===== config.mk =====
export PLATFORM = sky130hd
export DESIGN_NAME = irq_controller
export DESIGN_NICKNAME = d
export VERILOG_FILES = /design/src/rtl/irq_controller.sv
export SDC_FILE = /design/constraint.sdc
export NUM_CORES = 1
export LEC_CHECK = 0
export BUFFER_PORTS_ARGS = -buffer_cell sky130_fd_sc_hd__buf_2
export CAP_MARGIN = 10
export CORE_AREA = 3 3 83 85
export CTS_CLUSTER_SIZE = 16
export DETAILED_ROUTE_END_ITERATION = 6
export DIE_AREA = 0 0 86 88
export GPL_TIMING_DRIVEN = 0
export PLACE_DENSITY = 0.74
export SYNTH_ARGS = -nofsm -noshare
export SYNTH_HDL_FRONTEND = slang
export SYNTH_SLANG_ARGS = --single-unit

===== constraint.sdc =====
create_clock -name clk -period 1.75 [get_ports clk]
set_input_delay 0.525 -clock clk [delete_from_list [all_inputs] [get_ports clk]]
set_output_delay 0.525 -clock clk [all_outputs]
set_load 0.02 [all_outputs]

===== src/rtl/irq_controller.sv =====
// Prioritised interrupt controller: latches rising-edge events, masks them, and serves one irq at a time with ack and hold-off.
// Define IRQ_SYNC_EN to pass event_in through a two-flop synchroniser (sources asynchronous to clk).
module irq_controller #(
  parameter int NUM_SRC    = 8,
  parameter int DATA_WIDTH = 64,
  parameter int HOLDOFF    = 4,
  localparam int IDW       = (NUM_SRC > 1) ? $clog2(NUM_SRC) : 1
) (
  input  logic                  clk,
  input  logic                  rst_n,
  input  logic [DATA_WIDTH-1:0] ctrl_word,
  input  logic [DATA_WIDTH-1:0] irq_enable,
  input  logic [NUM_SRC-1:0]    event_in,
  input  logic                  ack,
  output logic                  irq,
  output logic [IDW-1:0]        irq_id,
  output logic [NUM_SRC-1:0]    pending,
  output logic [DATA_WIDTH-1:0] status
);

  localparam int CNTW = (HOLDOFF > 1) ? $clog2(HOLDOFF + 1) : 1;

  typedef enum logic [1:0] {
    IDLE   = 2'd0,
    ASSERT = 2'd1,
    HOLD   = 2'd2
  } state_t;

  state_t              state;
  logic [CNTW-1:0]     cnt;
  logic [NUM_SRC-1:0]  ev;
  logic [NUM_SRC-1:0]  prev;
  logic [NUM_SRC-1:0]  set;
  logic [NUM_SRC-1:0]  en;
  logic [NUM_SRC-1:0]  active;
  logic [NUM_SRC-1:0]  clr_mask;
  logic                gen;
  logic                unused_bits;

`ifdef IRQ_SYNC_EN
  logic [NUM_SRC-1:0] sync1;
  logic [NUM_SRC-1:0] sync2;

  always_ff @(posedge clk or negedge rst_n) begin
    if (!rst_n) begin
      sync1 <= '0;
      sync2 <= '0;
    end else begin
      sync1 <= event_in;
      sync2 <= sync1;
    end
  end

  assign ev = sync2;
`else
  assign ev = event_in;
`endif

  assign gen         = ctrl_word[0];
  assign en          = irq_enable[NUM_SRC-1:0];
  assign set         = ev & ~prev;
  assign active      = pending & en;
  assign clr_mask    = NUM_SRC'(1) << irq_id;
  assign status      = DATA_WIDTH'(pending);
  assign unused_bits = ^{ctrl_word, irq_enable};

  function automatic logic [IDW-1:0] lowest(input logic [NUM_SRC-1:0] v);
    lowest = '0;
    for (int i = NUM_SRC - 1; i >= 0; i--) begin
      if (v[i]) lowest = IDW'(i);
    end
  endfunction

  always_ff @(posedge clk or negedge rst_n) begin
    if (!rst_n) begin
      state   <= IDLE;
      irq     <= 1'b0;
      irq_id  <= '0;
      cnt     <= '0;
      pending <= '0;
      prev    <= '0;
    end else begin
      // Edge detectors keep tracking even while globally disabled.
      prev <= ev;
      if (!gen) begin
        state   <= IDLE;
        irq     <= 1'b0;
        cnt     <= '0;
        pending <= '0;
      end else begin
        pending <= pending | set;
        case (state)
          IDLE: begin
            if (|active) begin
              state  <= ASSERT;
              irq    <= 1'b1;
              irq_id <= lowest(active);
            end
          end
          ASSERT: begin
            if (ack) begin
              // A new edge on the acked source in the same cycle survives the clear.
              pending <= (pending & ~clr_mask) | set;
              irq     <= 1'b0;
              if (HOLDOFF == 0) begin
                state <= IDLE;
              end else begin
                state <= HOLD;
                cnt   <= CNTW'(HOLDOFF);
              end
            end else if (!en[irq_id]) begin
              state <= IDLE;
              irq   <= 1'b0;
            end
          end
          HOLD: begin
            if (cnt <= CNTW'(1)) begin
              state <= IDLE;
              cnt   <= '0;
            end else begin
              cnt <= cnt - CNTW'(1);
            end
          end
          default: begin
            state <= IDLE;
            irq   <= 1'b0;
            cnt   <= '0;
          end
        endcase
      end
    end
  end

endmodule

==> results of run 1 <==
==> registers in the layout (all words and copies together), names as in the netlist <==
register / cells
state: 2
irq: 1
prev: 8
irq_id: 3
pending: 8
cnt: 3
==> final timing paths <==
path | from | endpoint | slack (ns)
setup / recovery | irq_id[2] | state[0] | 0.12
hold / removal | rst_n | pending[0] | 0.24
setup reg to reg | irq_id[2] | state[0] | 0.12
hold reg to reg | prev[2] | pending[2] | 0.51
max in group asynchronous | rst_n | irq_id[1] | 1.10
min in group clk | event_in[0] | prev[0] | 0.37
==> cells in the final DEF (no fill, tap or decap), types with 2 or more instances in the layout <==
cell,instances
buf_4,64
o31ai_1,3
conb_1,56
nor3_4,2
a21boi_0,7
dfrtp_2,2
nand4_1,2
ha_1,5
nand2b_1,11
a22oi_1,5
mux2i_1,3
inv_1,5
buf_2,39
clkbuf_8,3
dfrtp_1,23
mux2_1,2
nand2_1,6
nor2_1,7
clkbuf_1,2
nand3_1,4
a21oi_1,6
o21ai_0,8
o21ai_1,3
==> power by group through the flow <==
stage / registers (mW) / clock network [mW] / logic, mW
finish: 0.780 / 0.342 / 0.974
floorplan: 0.824 / 0 / 0.650
global placement: 0.771 / 0 / 0.916
detailed placement: 0.776 / 0 / 0.931
CTS: 0.765 / 0.357 / 0.936
global route: 0.793 / 0.375 / 1.06
==> layer usage <==
| layer | track usage, % | wire (um) | part of all wire (%) | vias to the layer above |
|---|---|---|---|---|
| met5 | 0 | 0 | 0 | - |
| met4 | 3.74 | 51 | 1.4 | 0 |
| met3 | 1.60 | 454 | 12 | 5 |
| met2 | 15.0 | 1610 | 43 | 86 |
| met1 | 12.8 | 1630 | 43 | 608 |
| li1 | - | - | - | 713 |
==> cells by family after synthesis <==
logic type	synth area share, %
multiplexers	3.76
other	0.209
AND/OR/NAND/NOR	12.7
buffers and inverters	28.6
adder cells (fa/ha/maj)	4.18
AO/OA/AOI/OAI	15.7
flip-flops	34.8
==> worst max-delay path, cell delays in order (launching register included) <==
cell and delay [ns]:
dfrtp_1 0.39, buf_6 0.14, mux2_4 0.31, o311ai_4 0.26, nor3_4 0.08, nor3_4 0.16, mux2i_1 0.22
==> cell type report <==
class | instances | area [um2] | area share [%]
Multi-Input combinational cell | 147 | 888 | 37.5
Sequential cell | 25 | 628 | 26.5
Clock buffer | 4 | 45.0 | 1.90
Buffer | 66 | 495 | 20.9
Timing Repair Buffer | 39 | 195 | 8.25
Inverter | 5 | 18.8 | 0.793
Tap cell | 77 | 96.3 | 4.07
==> out/metrics.csv, run 1 <==
stage,metric,value,unit
outcome,status,completed,
timing,fin_setup_tns,0,ns
global_route,antenna_found_initial,0,
timing,fin_crit,1.63,ns
cts,cts-root-buf,clkbuf_8,
power_and_ir_drop,ir_drop,0.540,mV
layout,fillerInstances,634,
logic_synthesis,synth-edff-count,0,
power_and_ir_drop,power.total,2.10,mW
floorplanning,fp.coreArea,0.00628,mm2
layout,drive_above_1_share,41.6,%
setup_path,cp_max_fo,8,
layout,final_area,0.00237,mm2
cts,tritoncts,yes,
floorplanning,fp-row-count,29,
layout,final_core_util,37.7,%
logic_synthesis,syn_area_per_cell,9.56,um2
floorplanning,fp.dieH,88,um
power_and_ir_drop,seq_power_share,37.2,%
cts,clock_path_buffers,2,
detailed_routing,detail_route.wl_per_cell,10.3,um
setup_path,start_kind,flip-flop,
detailed_routing,firstDrtPassIters,4,
detailed_routing,drc,0,
cts,clk_latency,0.27,ns
logic_synthesis,synth_commonest_cells,"64 x buf_4, 25 x dfrtp_1, 11 x nand2b_1",
layout,area_delta_synth_final,31.8,%
logic_synthesis,synthArstFlopShare,100,%
place,dp_hpwl,3070,um
detailed_routing,via_per_inst,3.89,
global_route,grt_max_degree,26,
floorplanning,pin_count,215,
power_and_ir_drop,p_per_area,885,mW/mm2
global_route,grt_pass1_wl,5770,um
cts,cts_hold_buffers,0,
min_path,hold_path.class,in -> async,
setup_path,endpoint_kind,flip-flop,
power_and_ir_drop,p_sw_share,40.8,%
power_and_ir_drop,p_leak,1.29,nW
timing,maxSlewViolCount,0,
flow_run,drv_cap,0,
timing,fin_ws,0.119,ns
floorplanning,start_util,28.6,%
power_and_ir_drop,share_comb_of_total_power,46.5,%
global_route,grt-ovfl-total,0,
cts,cts.reportedPaths.clkPinSlew,0.09,ns
detailed_routing,drt-total-wl,3740,um
logic_synthesis,ys_ff_latch,25,
timing,post-route-period-util,93.2,%
logic_synthesis,synth.most_common_cell,buf_4,
timing,relSlewSlack,62.2,%
place,pre_cts_slack,-0.0599,ns
logic_synthesis,ys_types,37,
cts,numClockSinks,25,
setup_path,arrival,1.82,ns
timing,setup_viol,0,
timing,fmax,0.613,GHz
global_route,grt_pass1_vias,1221,
logic_synthesis,synth_area,0.00180,mm2
place,place_congestion,0.828,
logic_synthesis,synthTopCellsByArea,"dfrtp_1 35%, buf_4 27%, ha_1 4.2%, nand2b_1 3.8%, a21boi_0 2.9%",
layout,fin_nets,432,
cts,post_cts_buffers,0,
timing,worst_pin_slew,0.568,ns
detailed_routing,ant_nets,0,
setup_path,reg2regPathDepth,6,
cts,numCtsBuffers,3,
setup_path,required,1.94,ns
floorplanning,dieArea,0.00757,mm2
floorplanning,die_x,86,um
timing,worst_clock_skew,0.00486,ns
logic_synthesis,ys.flop_type,dfrtp_1,
setup_path,crit_type,reg -> reg,
detailed_routing,drt-initial-drc-count,39,
power_and_ir_drop,internal-power,1.24,mW
timing,rsz0062_at_grt,no,
layout,instances_no_fill,363,
cts,cts-resized-gates,0,
logic_synthesis,synth_top_area_share,34.8,%
cts,htreeDepth,1,
place,placed_area,0.00229,mm2
power_and_ir_drop,clkPwrFrac,16.3,%
logic_synthesis,synth_cells,188,
layout,antenna_cells,0,
power_and_ir_drop,power_switching,0.856,mW
place,io_buffers,39,
logic_synthesis,synth_warnings,0,
logic_synthesis,synth-seq-area-share,34.8,%
global_route,grt.total_usage,9.44,%
detailed_routing,dr_total_vias,1412,
timing,hold_viol,0,
place,dp.cells,359,
logic_synthesis,yosys.area.top_type,dfrtp_1,
timing,timing.hold.ws,0.237,ns
Note: power is estimated with default switching activity, not from simulation.
==> run 2: changes to the inputs <==
==> config.mk (replaced) <==
export PLATFORM = sky130hd
export DESIGN_NAME = irq_controller
export DESIGN_NICKNAME = d
export VERILOG_FILES = /design/src/rtl/irq_controller.sv
export SDC_FILE = /design/constraint.sdc
export NUM_CORES = 1
export LEC_CHECK = 0
export ABC_AREA = 1
export BUFFER_PORTS_ARGS = -buffer_cell sky130_fd_sc_hd__buf_2
export CAP_MARGIN = 10
export CORE_AREA = 3 3 82 84
export CTS_CLUSTER_SIZE = 16
export DETAILED_ROUTE_END_ITERATION = 6
export DIE_AREA = 0 0 85 87
export GPL_TIMING_DRIVEN = 0
export PLACE_DENSITY = 0.76
export SYNTH_ARGS = -nofsm -noshare
export SYNTH_HDL_FRONTEND = slang
export SYNTH_SLANG_ARGS = --single-unit
==> run 2 against run 1 <==
  * Clock skew shrank 0.0035 ns
  * Die area down 2.3%
  * First-iteration DRC count rose by 46%
  * Power rose by 2.1%
  * Maximum frequency is 3.1% higher
  * Non-clock buffer count fell by 1
  * Register-to-register slack improved by 0.26 ns
  * Clock-buffer cell count is 1 lower
  * Final cell count up 13%
  * Synthesized area rose by 2.0%
  * Combinational power grew 5%
  * Critical path type is now reg -> out
==> out/metrics.csv, run 2 <==
stage,metric,value,unit
logic_synthesis,synthArstFlopShare,100,%
place,dp_hpwl,3520,um
global_route,grt_max_degree,26,
cts,cts_hold_buffers,0,
timing,relSlewSlack,59.7,%
timing,setup_viol,0,
setup_path,worst-r2r-setup-slack,0.38,ns
logic_synthesis,ys.flop_type,dfrtp_1,
logic_synthesis,synth_warnings,0,
timing,fin_ws,0.169,ns
layout,fin_nets,483,
setup_path,startpoint,pending[0],
global_route,antenna_found_initial,0,
logic_synthesis,ys_types,26,
layout,final_cell_mix,"64 x nand2_1, 64 x buf_4, 56 x conb_1",
setup_path,reg2reg_from,cnt[1],
global_route,grt_util_met1,16.4,%
logic_synthesis,synth_commonest_cells,"64 x buf_4, 64 x nand2_1, 25 x dfrtp_1",
setup_path,endpoint_kind,output port,
detailed_routing,firstDrtPassIters,4,
cts,cts.reportedPaths.clkPinSlew,0.09,ns
layout,drive_above_1_share,36.2,%
timing,timing.hold.ws,0.240,ns
logic_synthesis,synth-edff-count,0,
floorplanning,fp.dieH,87,um
cts,clock_path_buffers,2,
power_and_ir_drop,p_per_area,901,mW/mm2
logic_synthesis,yosys.area.top_type,dfrtp_1,
outcome,status,completed,
cts,tritoncts,yes,
global_route,grt-ovfl-total,0,
timing,hold_viol,0,
power_and_ir_drop,p_leak,1.46,nW
cts,cts-root-buf,clkbuf_8,
global_route,grt_use_met2,17.5,%
timing,rsz0062_at_grt,no,
detailed_routing,detail_route.wl_per_cell,10.4,um
layout,reg_top3,"pending x8, prev x8",
logic_synthesis,synth_cells,239,
global_route,busiest_layer,met2,
setup_path,crit_end,status[0],
place,io_buffers,39,
cts,clk_latency,0.28,ns
setup_path,reg2regPathDepth,10,
global_route,grt_pass1_wl,7010,um
cts,cts-resized-gates,0,
flow_run,drv_cap,0,
logic_synthesis,synth_area,0.00183,mm2
floorplanning,dieArea,0.00740,mm2
logic_synthesis,ys_ff_latch,25,
floorplanning,fp.coreArea,0.00599,mm2
global_route,grt.total_usage,11.9,%
place,place_congestion,0.820,
detailed_routing,drc,0,
min_path,hold_path.class,in -> async,
logic_synthesis,synth_top_area_share,34.1,%
detailed_routing,dr_total_vias,1607,
timing,fin_crit,1.58,ns
cts,htreeDepth,1,
layout,antenna_cells,0,
setup_path,start_kind,flip-flop,
timing,fmax,0.632,GHz
floorplanning,pin_count,215,
cts,post_cts_buffers,0,
power_and_ir_drop,ir_drop,0.360,mV
logic_synthesis,synthTopCellsByArea,"dfrtp_1 34%, buf_4 26%, nand2_1 13%, inv_1 4.3%, ha_1 4.1%",
global_route,use_met3,3.12,%
floorplanning,die_x,85,um
cts,numClockSinks,25,
layout,area_delta_synth_final,29.6,%
setup_path,arrival,1.06,ns
setup_path,crit_type,reg -> out,
detailed_routing,ant_nets,0,
place,pre_cts_slack,0.312,ns
timing,worst_clock_skew,0.00140,ns
setup_path,cp_max_fo,5,
timing,fin_setup_tns,0,ns
detailed_routing,drt-initial-drc-count,57,
place,dp.cells,408,
detailed_routing,via_per_inst,3.90,
timing,maxSlewViolCount,0,
detailed_routing,drt-total-wl,4270,um
timing,worst_pin_slew,0.605,ns
floorplanning,start_util,30.6,%
setup_path,required,1.22,ns
cts,numCtsBuffers,3,
logic_synthesis,syn_area_per_cell,7.67,um2
global_route,grt_pass1_vias,1492,
setup_path,worst_r2r_endpoint,state[1],
layout,instances_no_fill,412,
logic_synthesis,synth-seq-area-share,34.1,%
floorplanning,fp-row-count,28,
timing,post-route-period-util,90.4,%
run 2: cell types whose count changed after synthesis, sizes merged, moves of 3 or more:
cell / delta
nand2: +60
mux2i: -3
nand3: +11
inv: +21
nand2b: -11
a22oi: -5
nor2: -3
a21oi: +4
mux2: -3
a21boi: -8
run 2: area by class of cell:
cell class / count / area (um2)
timing repair buffer: 39 / 195
clock buffer: 3 / 41.3
tap: 75 / 93.8
sequential: 25 / 626
multi-input combinational: 176 / 813
inverter: 28 / 109
clock inverter: 1 / 5.00
fill: 628 / 3620
buffer: 65 / 492
run 2: metal layers:
layer | part of all wire (%) | routed length (um)
met1 | 47 | 2010
met2 | 39 | 1670
met3 | 11 | 486
met4 | 2.5 | 106
met5 | 0 | 0
run 2: stage by stage:
step                area, um2  util, %  total power [mW]
detailed placement       2330     38.9              1.77
CTS                      2370     39.6              2.14
global placement         2330     38.9              1.75
global route             2370     39.6              2.31
floorplan                2040        -              1.53
finish                   2370     39.6              2.14
run 2: how the worst min path moves through the flow:
stage,startpoint,endpoint,slack (ns),cells past startpoint
final,rst_n,prev[7],0.24,1
after detailed placement,irq,irq,0.48,2
after floorplan,rst_n,cnt[0],0.23,0
after global placement,irq,irq,0.46,2
after global routing,rst_n,prev[7],0.28,1
after CTS,rst_n,irq_id[1],0.25,1
run 2: cells by family after synthesis:
| kind of cell | Yosys count | synth area share [%] |
|---|---|---|
| flops | 25 | 34.1 |
| xor+xnor | 1 | 0.478 |
| fa+ha+maj | 6 | 4.10 |
| buf+inv | 93 | 32.8 |
| other cells | 1 | 0.205 |
| simple gates | 86 | 20.5 |
| compound gates | 27 | 7.85 |
run 2: power by group:
part | switching [mW] | internal, mW | total [mW]
sequential | 0.0825 | 0.664 | 0.747
combinational | 0.655 | 0.370 | 1.02
clock | 0.207 | 0.160 | 0.368
run 2: critical path: stages (launching register included):
cell     delay, ns
dfrtp_1       0.46
buf_4         0.17
buf_2         0.15
